$ cat src/rtl/sat_block_avg.sv
// Block averager: sums N = 2**LOG2N signed 5-bit samples and emits one clamped average per block.
// Define SAT_BLOCK_AVG_ROUND_EN for round-half-up averaging; otherwise the average is floored.
module sat_block_avg #(
  parameter int LOG2N = 3
) (
  input  logic              clk,
  input  logic              rst,
  input  logic signed [4:0] in_data,
  input  logic              in_valid,
  output logic              in_ready,
  input  logic              flush,
  output logic signed [4:0] out_data,
  output logic              out_valid,
  input  logic              out_ready
);

  localparam int AW = 5 + LOG2N;
  localparam logic [LOG2N-1:0] LAST = '1;
  localparam logic signed [AW:0] MAXV = (AW+1)'(15);
  localparam logic signed [AW:0] MINV = (AW+1)'(-16);
`ifdef SAT_BLOCK_AVG_ROUND_EN
  localparam logic signed [AW:0] ROUND_TERM = (AW+1)'(2 ** (LOG2N - 1));
`endif

  typedef enum logic {
    ACCUM,
    HOLD
  } state_t;

  state_t                state;
  state_t                state_next;
  logic signed [AW-1:0]  acc;
  logic signed [AW-1:0]  sum;
  logic [LOG2N-1:0]      count;
  logic signed [AW:0]    sum_wide;
  logic signed [AW:0]    shifted;
  logic signed [4:0]     avg;
  logic                  take;
  logic                  complete;

  // A held result only blocks input when downstream is not taking it this cycle.
  assign in_ready  = (state == ACCUM) || out_ready;
  assign out_valid = (state == HOLD);
  assign take      = in_valid && in_ready && !flush;
  assign complete  = take && (count == LAST);
  assign sum       = acc + {{LOG2N{in_data[4]}}, in_data};

  always_comb begin
    sum_wide = {sum[AW-1], sum};
`ifdef SAT_BLOCK_AVG_ROUND_EN
    sum_wide = {sum[AW-1], sum} + ROUND_TERM;
`endif
    shifted = sum_wide >>> LOG2N;
    avg     = shifted[4:0];
    if (shifted > MAXV) begin
      avg = 5'sd15;
    end else if (shifted < MINV) begin
      avg = 5'sb10000;
    end
  end

  always_comb begin
    state_next = state;
    unique case (state)
      ACCUM: begin
        if (complete) begin
          state_next = HOLD;
        end
      end
      HOLD: begin
        if (!complete && out_ready) begin
          state_next = ACCUM;
        end
      end
      default: state_next = ACCUM;
    endcase
  end

  always_ff @(posedge clk) begin
    if (rst) begin
      state    <= ACCUM;
      acc      <= '0;
      count    <= '0;
      out_data <= '0;
    end else begin
      state <= state_next;
      if (flush) begin
        acc   <= '0;
        count <= '0;
      end else if (take) begin
        if (complete) begin
          acc   <= '0;
          count <= '0;
        end else begin
          acc   <= sum;
          count <= count + 1'b1;
        end
      end
      if (complete) begin
        out_data <= avg;
      end
    end
  end

endmodule

$ cat config.mk
export PLATFORM = sky130hd
export DESIGN_NAME = sat_block_avg
export DESIGN_NICKNAME = d
export VERILOG_FILES = /design/src/rtl/sat_block_avg.sv
export SDC_FILE = /design/constraint.sdc
export NUM_CORES = 1
export LEC_CHECK = 0
export CORE_AREA = 4 4 60 62
export CTS_BUF_LIST = sky130_fd_sc_hd__clkbuf_8 sky130_fd_sc_hd__clkbuf_16
export CTS_CLUSTER_SIZE = 25
export DETAILED_ROUTE_END_ITERATION = 10
export DIE_AREA = 0 0 64 66
export SYNTH_ARGS = -nofsm -noshare
export SYNTH_HDL_FRONTEND = slang
export SYNTH_SLANG_ARGS = --single-unit
$ cat constraint.sdc
create_clock -name clk -period 2.8 [get_ports clk]
set_clock_uncertainty 0.05 [all_clocks]
set_input_delay 0.56 -clock clk [delete_from_list [all_inputs] [get_ports clk]]
set_output_delay 0.56 -clock clk [all_outputs]
set_load 0.005 [all_outputs]
-- Word-level counts from Yosys, hierarchy flattened
Index checks and enable logic that the tools add are counted.
- order comparisons: 2
- div/mod/pow operators: 0
- multiply operators: 0
- equal/unequal tests: 1
- shifts and indexed selects: 0
- mux-type cells: 7
- bitwise operators: 1
- reductions and logical operators: 8
- add/subtract/negate cells: 2
- operator list (operator ; number):
    $mux W5 ; 2
    $add A8 B8 Y8 ; 1
    $mux W8 ; 1
    $gt A5 B5 Y1 const B ; 1
    $lt A5 B5 Y1 const B ; 1
    $logic_and A1 B1 Y1 ; 4
    $add A3 B1 Y3 const B ; 1
    $eq A3 B3 Y1 const B ; 1
    $mux W3 ; 1
    $logic_not A1 Y1 ; 2
    $mux W1 ; 2
    $pmux W1 S2 ; 1
    $reduce_or A2 Y1 ; 1
    $logic_or A1 B1 Y1 ; 1
    $not A1 Y1 ; 1
- register bits: 17
- input port bits: 10
- output and inout port bits: 7
- memories: 0
- word-level logic and storage cells: 25
- memory bits (writable): 0
- bits in latches: 0
- ROM bits: 0

-- Longest topological paths before layout
Gate-level depths: netlist (run 1).
- depth in word-level cells: 9
- mapped depth: 8

-- Worst setup path after synthesis (run 1)
No wires, ideal clock.
- path type: input to register
- from: in in_data[4]
- to: reg acc[7]
- arrival: 2.111 ns
- cell stages on the path: 6
- setup time: 0.074 ns
- required time: 2.676 ns
- setup slack: 0.565 ns
- cell sequence: ha_1 a21o_1 a2111oi_4 mux2i_2 a2111o_1 a31oi_1
- word-level cells in the longest chain between the ends: 2
- RTL lines (item ; RTL line ; text):
    start, declared ; 8 ; input logic signed [4:0] in_data,
    $add A8 B8 Y8 ; 46 ; assign sum = acc + {{LOG2N{in_data[4]}}, in_data};
    $mux W8 ; 91 ; if (complete) begin
    end signal, assigned ; 95 ; acc <= sum;
    end, declared ; 32 ; logic signed [AW-1:0] acc;
Every way passes these cells.
A chain may end at the register's enable or synchronous reset.

-- Worst setup path after layout (run 1)
- from: in in_data[4]
- to: reg out_data[4]
- word-level cells in the longest chain between the ends: 4
- elaborated cells between the ends (all ways): 5
- those cells by class: 1 x add/sub; 2 x order compare; 2 x mux
- RTL lines (item ; RTL line ; text):
    $add A8 B8 Y8 (*) ; 46 ;
    $lt A5 B5 Y1 ; 57 ; end else if (shifted < MINV) begin
    $mux W5 ; 57 ;
    $mux W5 (*) ; 55 ; if (shifted > MAXV) begin
    end signal, assigned ; 100 ; out_data <= avg;
    end, declared ; 12 ; output logic signed [4:0] out_data,
Every way passes the cells marked *; elsewhere a longest branch is shown, timed or not.

==> results.txt, run 1 <==
final setup TNS - 0 ps
drc violations - 0
headroom to the max-slew limit - 0.6905
Final Cycle Share - 0.9329
fraction of layout cells with a size suffix above 1 - 0.08633
vias per cell - 5.049
Pwr Total - 0.5138 mW
Crit Path Max Fanout - 7
Cells after Synth - 121
Worst-Skew Late Latency - 250 ps
DIE AREA - 0.004224 mm²
CTS tree - yes
Post-synth EDFFs - 0
Die W - 64 µm
non-filler cells, final - 183
Peak Freq - 382.8 MHz
syn nets - 141
antenna-violating nets left - 0
Placer Congestion - 0.7441
clk slew on worst S/H paths - 60 ps
WS Path Type - input port to register
Sequential cell area - 340.3 µm²
pwr/cell area - 394.5 mW/mm²
DR pass1 iterations - 4
placed instance count - 179
fill count - 319
pin slew with the least headroom to its limit - 458.5 ps
wirelength, routed - 2267 µm
maximum clock insertion buffer count - 2
endpoint class of the critical path - register
total core area - 0.003028 mm²
CTS root buffer - clkbuf_8
area of the multi-input gates - 656.9 µm²
die height - 66 µm
I/O Buffers - 16
grt ovf - 0
largest net degree at the start of global routing - 12
final core utilization - 0.4302
Synth Register Bits - 17
Synth Warn # - 0
Fin. Hold Viols - 0
first-pass GRT wire length - 3995 µm
post-synthesis sequential area ratio - 0.3246
H-tree depth - 1
CTS sink count - 17
Static Leakage - 0.5102 nW
status - completed
vias in the first global route - 915
most frequent cells in the layout - dfxtp_1, clkdlybuf4s50_1, a21oi_1
GRT Overall Usage - 0.1183
startpoint types - input port
Avg Inst Size Synth - 8.665 µm²
mapped cell area - 0.001049 mm²
Worst IR Drop VDD - 0.0002193 V
post-CTS setup repair buffer count - 0
DR vias - 924
critical path arrival - 2730 ps
ys async rst share - 0
Setup Viol. Count Final - 0
CTS Buf Count - 3
worst hold path type - register to register
RSZ-0062 raised after global routing - false
min cycle time layout - 2612 ps
Initial Util - 0.3463
MaxCap Viol Count - 0
Fin Hold WS - 409.1 ps
number of diodes - 0
Post-CTS Hold Buffers - 0
num rows - 20
required time worst endpoint - 2920 ps
dpl hpwl - 1757 µm
post-CTS sizing - 0
DR iter-0 viols - 26
initial antenna violation count - 0
Distinct cells, synth - 40
Layout area overhead - 24.22%
most common cell after layout, fill and taps aside - dfxtp_1
# IOs - 17
Post-synth top flop - dfxtp_1
fin nets - 160
fin. max-slew vios - 0
WL per Instance - 12.39 µm
synth_stat cells, types with 2 or more instances:
| master | n | area, µm² |
|---|---|---|
| a21oi_1 | 14 | 70.07 |
| nand2b_1 | 2 | 12.51 |
| o21a_1 | 2 | 15.01 |
| o21ai_0 | 2 | 10.01 |
| nor3_1 | 4 | 20.02 |
| xnor2_1 | 2 | 17.52 |
| dfxtp_1 | 17 | 340.3 |
| nand3_1 | 3 | 15.01 |
| nor2_1 | 13 | 48.80 |
| a21o_1 | 4 | 30.03 |
| a32o_1 | 2 | 20.02 |
| nor2b_1 | 2 | 12.51 |
| or2_2 | 2 | 12.51 |
| nor3b_1 | 5 | 37.54 |
| nand2_1 | 7 | 26.28 |
| inv_1 | 6 | 22.52 |
| buf_4 | 2 | 15.01 |
| ha_1 | 9 | 112.6 |
| nand3b_1 | 2 | 15.01 |
report_power, final:
group / internal, mW / leakage (nW) / switching, mW
clock: 0.0975 / 0.0269 / 0.0836
sequential: 0.246 / 0.137 / 0.00299
combinational: 0.0409 / 0.346 / 0.0429
kinds of logic after synthesis:
group | Yosys count | synth area share
AND/OR/NAND/NOR | 43 | 0.2100
AO/OA/AOI/OAI | 37 | 0.2602
flip-flops | 17 | 0.3246
buffers and inverters | 11 | 0.04891
adder cells (fa/ha/maj) | 10 | 0.1265
XOR/XNOR | 2 | 0.01671
multiplexers | 1 | 0.01312
per-stage QoR:
| stage | setup slack (ps) | cell area, µm² |
|---|---|---|
| floorplan | 565.3 | 1049 |
| global placement | -50.84 | 1257 |
| detailed placement | -71.08 | 1257 |
| CTS | 194.5 | 1303 |
| global route | 23.68 | 1303 |
| finish | 187.9 | 1303 |
worst max-delay path, stage by stage:
cell,delay [ps]
clkdlybuf4s50_1,430
buf_4,170
ha_1,450
nand2_1,80
nor3_1,280
mux2i_2,360
nand3_1,120
a311oi_1,270
sequential cells by signal (all words and copies together), names as in the netlist:
register   flops
count          3
acc            8
out_valid      1
out_data       5
final timing paths:
| kind | start | endpoint | cells after the start | slack (ps) |
|---|---|---|---|---|
| worst max-delay path | in_data[4] | out_data[4] | 8 | 190 |
| worst min-delay path | out_data[1] | out_data[1] | 2 | 410 |
| worst max register to register | acc[5] | out_data[4] | 6 | 780 |
| worst min register to register | out_data[1] | out_data[1] | 2 | 410 |
area by class of cell:
type / instances / share of cell area
Clock buffer: 3 / 0.03170
Clock inverter: 1 / 0.002882
Inverter: 6 / 0.01729
Multi-Input combinational cell: 93 / 0.5043
Sequential cell: 17 / 0.2613
Tap cell: 44 / 0.04227
Timing Repair Buffer: 19 / 0.1402
routing by layer:
layer | global-route usage | vias to the layer above | routed length (µm)
met5 | 0 | - | 0
met4 | 0.02426 | 0 | 19
met3 | 0.03401 | 2 | 86
met2 | 0.2090 | 12 | 1121
met1 | 0.1417 | 424 | 1040
li1 | - | 486 | -
No activity file was read; power rests on OpenSTA's default activity.
==> inputs of run 2 (changes only) <==
clock period = 3.3 ns   (was 2.8 ns; I/O delays follow)
==> results.txt, run 2 (synthesized netlist as in run 1, its figures left out) <==
MaxCap Viol Count - 0 (unchanged)
initial antenna violation count - 0 (unchanged)
Worst Reg2Reg Path Length in Cells - 8 (was 6)
first-pass GRT wire length - 3953 µm (was 3995 µm)
Placer Congestion - 0.7542 (was 0.7441)
GRT Overall Usage - 0.1180 (was 0.1183)
fin nets - 158 (was 160)
maximum clock insertion buffer count - 2 (unchanged)
Worst-Skew Late Latency - 250 ps (about the same)
WL per Instance - 12.34 µm (was 12.39 µm)
Final Cycle Share - 0.8284
most frequent cells in the layout - dfxtp_1, clkdlybuf4s50_1, a21oi_1 (unchanged)
status - completed (unchanged)
I/O Buffers - 16 (unchanged)
antenna-violating nets left - 0 (unchanged)
endpoint class of the critical path - register (unchanged)
final core utilization - 0.4252 (was 0.4302)
WS Path Type - input port to register (unchanged)
Static Leakage - 0.5006 nW (was 0.5102 nW)
post-CTS sizing - 0 (unchanged)
DIE AREA - 0.004224 mm² (unchanged)
die height - 66 µm (unchanged)
CTS sink count - 17 (unchanged)
Reg-to-Reg Start - acc[0] (was acc[5])
most common cell after layout, fill and taps aside - dfxtp_1 (unchanged)
CP Capture Point - acc[7] (was out_data[4])
# IOs - 17 (unchanged)
H-tree depth - 1 (unchanged)
vias per cell - 5.033 (was 5.049)
wirelength, routed - 2233 µm (was 2267 µm)
worst hold path type - register to register (unchanged)
Largest Register - acc (unchanged)
Worst R2R Setup Slack - 1210 ps (was 780 ps)
DR vias - 911 (was 924)
Crit Path Max Fanout - 7 (unchanged)
Initial Util - 0.3463 (unchanged)
largest net degree at the start of global routing - 19 (was 12)
total core area - 0.003028 mm² (unchanged)
vias in the first global route - 913 (was 915)
crit-path max cell delay - 520 ps (was 450 ps)
Post-CTS Hold Buffers - 0 (unchanged)
Fin. Hold Viols - 0 (unchanged)
CTS Buf Count - 3 (unchanged)
Die W - 64 µm (unchanged)
RSZ-0062 raised after global routing - false (unchanged)
grt ovf - 0 (unchanged)
worst r2r dst - out_data[3] (was out_data[4])
DR iter-0 viols - 36 (was 26)
fin. max-slew vios - 0 (unchanged)
crit path from - in_data[4] (unchanged)
Fin Hold WS - 410.3 ps (was 409.1 ps)
Peak Freq - 365.8 MHz
Pwr Total - 0.4287 mW (was 0.5138 mW)
pin slew with the least headroom to its limit - 612.7 ps (was 458.5 ps)
min cycle time layout - 2734 ps
final setup TNS - 0 ps (unchanged)
Setup Viol. Count Final - 0 (unchanged)
placed instance count - 177 (was 179)
post-CTS setup repair buffer count - 0 (unchanged)
crit path cell chain - clkdlybuf4s50_1, ha_1, a21o_1, a2111oi_4, mux2i_2, a2111o_1, a31oi_1 (was clkdlybuf4s50_1, buf_4, ha_1, nand2_1, nor3_1, mux2i_2, nand3_1, a311oi_1)
fraction of layout cells with a size suffix above 1 - 0.07299 (was 0.08633)
CTS tree - yes (unchanged)
Layout area overhead - 22.79% (was 24.22%)
non-filler cells, final - 181 (was 183)
headroom to the max-slew limit - 0.5864 (was 0.6905)
CTS root buffer - clkbuf_8 (unchanged)
DR pass1 iterations - 4 (unchanged)
num rows - 20 (unchanged)
number of diodes - 0 (unchanged)
clk slew on worst S/H paths - 60 ps (about the same)
required time worst endpoint - 3430 ps (was 2920 ps)
max FFs per register - 8 (unchanged)
drc violations - 0 (unchanged)
pwr/cell area - 333.0 mW/mm² (was 394.5 mW/mm²)
Crit-path slowest cell - clkdlybuf4s50_1 (was ha_1)
dpl hpwl - 1767 µm (was 1757 µm)
Worst IR Drop VDD - 0.0001775 V (was 0.0002193 V)
critical path arrival - 2860 ps (was 2730 ps)
startpoint types - input port (unchanged)
largest registers - acc: 8 flops, out_data: 5 flops, count: 3 flops (unchanged)
[run 2: cell count changes in the layout (fill, tap and decap cells not counted)]
cell and delta:
buf_4 -2
[run 2: how the worst min path moves through the flow]
stage	startpoint	endpoint	slack, ps	cells after the start
after detailed placement	out_data[0]	out_data[0]	410	2
after global placement	count[1]	count[1]	400	2
after floorplan	count[1]	count[1]	390	2
after global routing	out_data[0]	out_data[0]	440	2
final	out_data[0]	out_data[0]	410	2
after CTS	out_data[0]	out_data[0]	420	2
[run 2: area by class of cell]
cell class	count	area (µm²)
Clock buffer	3	41.29
Clock inverter	1	3.754
Fill cell	326	1740
Inverter	6	22.52
Multi-Input combinational cell	93	656.9
Sequential cell	17	340.3
Tap cell	44	55.05
Timing Repair Buffer	17	167.7
[run 2: power by group]
| group | leakage (nW) | switching [mW] | total, mW | internal, mW |
|---|---|---|---|---|
| Sequential | 0.137 | 0.00244 | 0.211 | 0.209 |
| Clock | 0.0269 | 0.0655 | 0.148 | 0.0824 |
| Combinational | 0.336 | 0.0365 | 0.0697 | 0.0332 |
[run 2: worst max-delay path, delay by kind of cell]
kind	cells	cell delay, ps
buffers and inverters	1	520
adder cells (fa/ha/maj)	1	420
multiplexers	1	150
AO/OA/AOI/OAI	4	1120
[run 2: through the flow]
stage	cell area [µm²]	setup slack, ps
6_report	1287	566.4
4_1_cts	1287	566.8
2_1_floorplan	1049	965.3
3_5_place_dp	1242	308.4
3_3_place_gp	1242	354.3
5_1_grt	1287	406.0
[run 2: per-layer routing]
layer / global-route usage / vias up / wire length (µm)
met5: 0 / - / 0
met4: 0.02426 / 0 / 10
met3: 0.04592 / 2 / 112
met2: 0.2039 / 16 / 1097
met1: 0.1377 / 417 / 1013
li1: - / 476 / -
==> inputs of run 3 (changes only) <==
clock period = 2.55 ns   (was 3.3 ns; I/O delays follow)
==> results.txt, run 3 (synthesized netlist as in run 1, its figures left out) <==
status - completed (unchanged)
Placer Congestion - 0.7253 (was 0.7542)
Setup Viol. Count Final - 0 (unchanged)
RSZ-0062 raised after global routing - false (unchanged)
CTS Buf Count - 3 (unchanged)
pin slew with the least headroom to its limit - 429.1 ps (was 612.7 ps)
drc violations - 0 (unchanged)
Sw Pwr - 0.1424 mW (was 0.1044 mW)
maximum clock insertion buffer count - 2 (unchanged)
switch share - 0.2498 (was 0.2436)
vias per cell - 5.047 (was 5.033)
largest net degree at the start of global routing - 12 (was 19)
min cycle time layout - 2430 ps
final core utilization - 0.4541 (was 0.4252)
crit path cell chain - clkdlybuf4s50_1, buf_4, ha_1, nand2_1, nor3_2, mux2i_2, nand3_1, a311oi_1 (was clkdlybuf4s50_1, ha_1, a21o_1, a2111oi_4, mux2i_2, a2111o_1, a31oi_1)
vias in the first global route - 971 (was 913)
Post-CTS Hold Buffers - 0 (unchanged)
internal power - 0.4278 mW (was 0.3243 mW)
crit-path max cell delay - 430 ps (was 520 ps)
fraction of layout cells with a size suffix above 1 - 0.1486 (was 0.07299)
fin. max-slew vios - 0 (unchanged)
Final Cycle Share - 0.9529
Layout area overhead - 31.15% (was 22.79%)
Worst Reg2Reg Path Length in Cells - 6 (was 8)
I/O Buffers - 16 (unchanged)
initial antenna violation count - 0 (unchanged)
post-CTS setup repair buffer count - 0 (unchanged)
num rows - 20 (unchanged)
clock network fraction of total power - 0.345 (about the same)
MaxCap Viol Count - 0 (unchanged)
Largest Register - acc (unchanged)
CTS tree - yes (unchanged)
WS Path Type - input port to register (unchanged)
Worst-Skew Late Latency - 250 ps (about the same)
startpoint types - input port (unchanged)
headroom to the max-slew limit - 0.7103 (was 0.5864)
largest registers - acc: 8 flops, out_data: 5 flops, count: 3 flops (unchanged)
DR vias - 969 (was 911)
Die W - 64 µm (unchanged)
WL per Instance - 12.19 µm (was 12.34 µm)
most frequent cells in the layout - dfxtp_1, clkdlybuf4s50_1, a21oi_1 (unchanged)
worst hold path type - register to register (unchanged)
total core area - 0.003028 mm² (unchanged)
Peak Freq - 411.5 MHz
die height - 66 µm (unchanged)
GRT Overall Usage - 0.1189 (was 0.1180)
dpl hpwl - 1864 µm (was 1767 µm)
# IOs - 17 (unchanged)
H-tree depth - 1 (unchanged)
endpoint class of the critical path - register (unchanged)
critical path arrival - 2540 ps (was 2860 ps)
logic gate share of total power - 0.176 (was 0.163)
first-pass GRT wire length - 4008 µm (was 3953 µm)
CTS sink count - 17 (unchanged)
CTS root buffer - clkbuf_8 (unchanged)
Crit Path Max Fanout - 6 (was 7)
most common cell after layout, fill and taps aside - dfxtp_1 (unchanged)
Reg power frac - 0.479 (was 0.492)
grt ovf - 0 (unchanged)
required time worst endpoint - 2660 ps (was 3430 ps)
Crit-path slowest cell - clkdlybuf4s50_1 (unchanged)
pwr/cell area - 414.7 mW/mm² (was 333.0 mW/mm²)
clk slew on worst S/H paths - 60 ps (about the same)
wirelength, routed - 2340 µm (was 2233 µm)
number of diodes - 0 (unchanged)
cell count of the worst hold path - 2 (unchanged)
fin nets - 169 (was 158)
placed instance count - 188 (was 177)
Worst IR Drop VDD - 0.0002715 V (was 0.0001775 V)
antenna-violating nets left - 0 (unchanged)
DR pass1 iterations - 4 (unchanged)
DR iter-0 viols - 41 (was 36)
max FFs per register - 8 (unchanged)
DIE AREA - 0.004224 mm² (unchanged)
Initial Util - 0.3463 (unchanged)
non-filler cells, final - 192 (was 181)
Static Leakage - 0.5561 nW (was 0.5006 nW)
Fin. Hold Viols - 0 (unchanged)
run 3: final timing paths:
check / startpoint / endpoint / slack, ps
max: in_data[4] / out_data[4] / 120
min: out_data[1] / out_data[1] / 410
min reg2reg: out_data[1] / out_data[1] / 410
max reg2reg: acc[4] / acc[7] / 530
run 3: worst max-delay path: cells and delay by family:
| family | cells | cell delay [ps] |
|---|---|---|
| buf+inv | 2 | 590 |
| fa+ha+maj | 1 | 410 |
| simple gates | 3 | 400 |
| mux | 1 | 360 |
| compound gates | 1 | 270 |
run 3: routing by layer:
metal	routed length (µm)	part of all wire	track usage	up-vias
met2	1194	0.51	0.2258	13
met1	1046	0.45	0.1258	458
met3	92	0.039	0.04592	2
met5	0	0	0	-
li1	-	-	-	496
met4	7	0.0030	0.01617	0
run 3: repair_timing:
action | in CTS | in global routing
resized for setup | 0 | 1
hold endpoints to repair | 0 | 0
setup endpoints to repair | 0 | 1
run 3: power groups by stage:
stage	sequential [mW]	combinational (mW)	clock (mW)
floorplan	0.278	0.0628	0
global placement	0.279	0.0978	0
detailed placement	0.279	0.0999	0
CTS	0.273	0.101	0.200
global route	0.274	0.111	0.212
finish	0.273	0.100	0.197
run 3: through the flow:
stage / worst slack [ps] / instance area [µm²] / setup TNS (ps) / hold slack, ps / power (mW)
global route: 15.48 / 1375 / 0 / 433.0 / 0.5960
floorplan: 365.3 / 1049 / 0 / 389.2 / 0.3409
global placement: -182.8 / 1325 / -344.5 / 395.9 / 0.3767
detailed placement: -230.2 / 1325 / -445.4 / 406.5 / 0.3791
CTS: 24.50 / 1370 / 0 / 415.8 / 0.5739
finish: 120.0 / 1375 / 0 / 413.6 / 0.5703
run 3: area by class of cell:
| cell class | count | area, µm² |
|---|---|---|
| Tap cell | 44 | 55.05 |
| Multi-Input combinational cell | 93 | 661.9 |
| Timing Repair Buffer | 28 | 250.2 |
| Inverter | 6 | 22.52 |
| Sequential cell | 17 | 340.3 |
| Clock buffer | 3 | 41.29 |
| Clock inverter | 1 | 3.754 |
| Fill cell | 319 | 1653 |
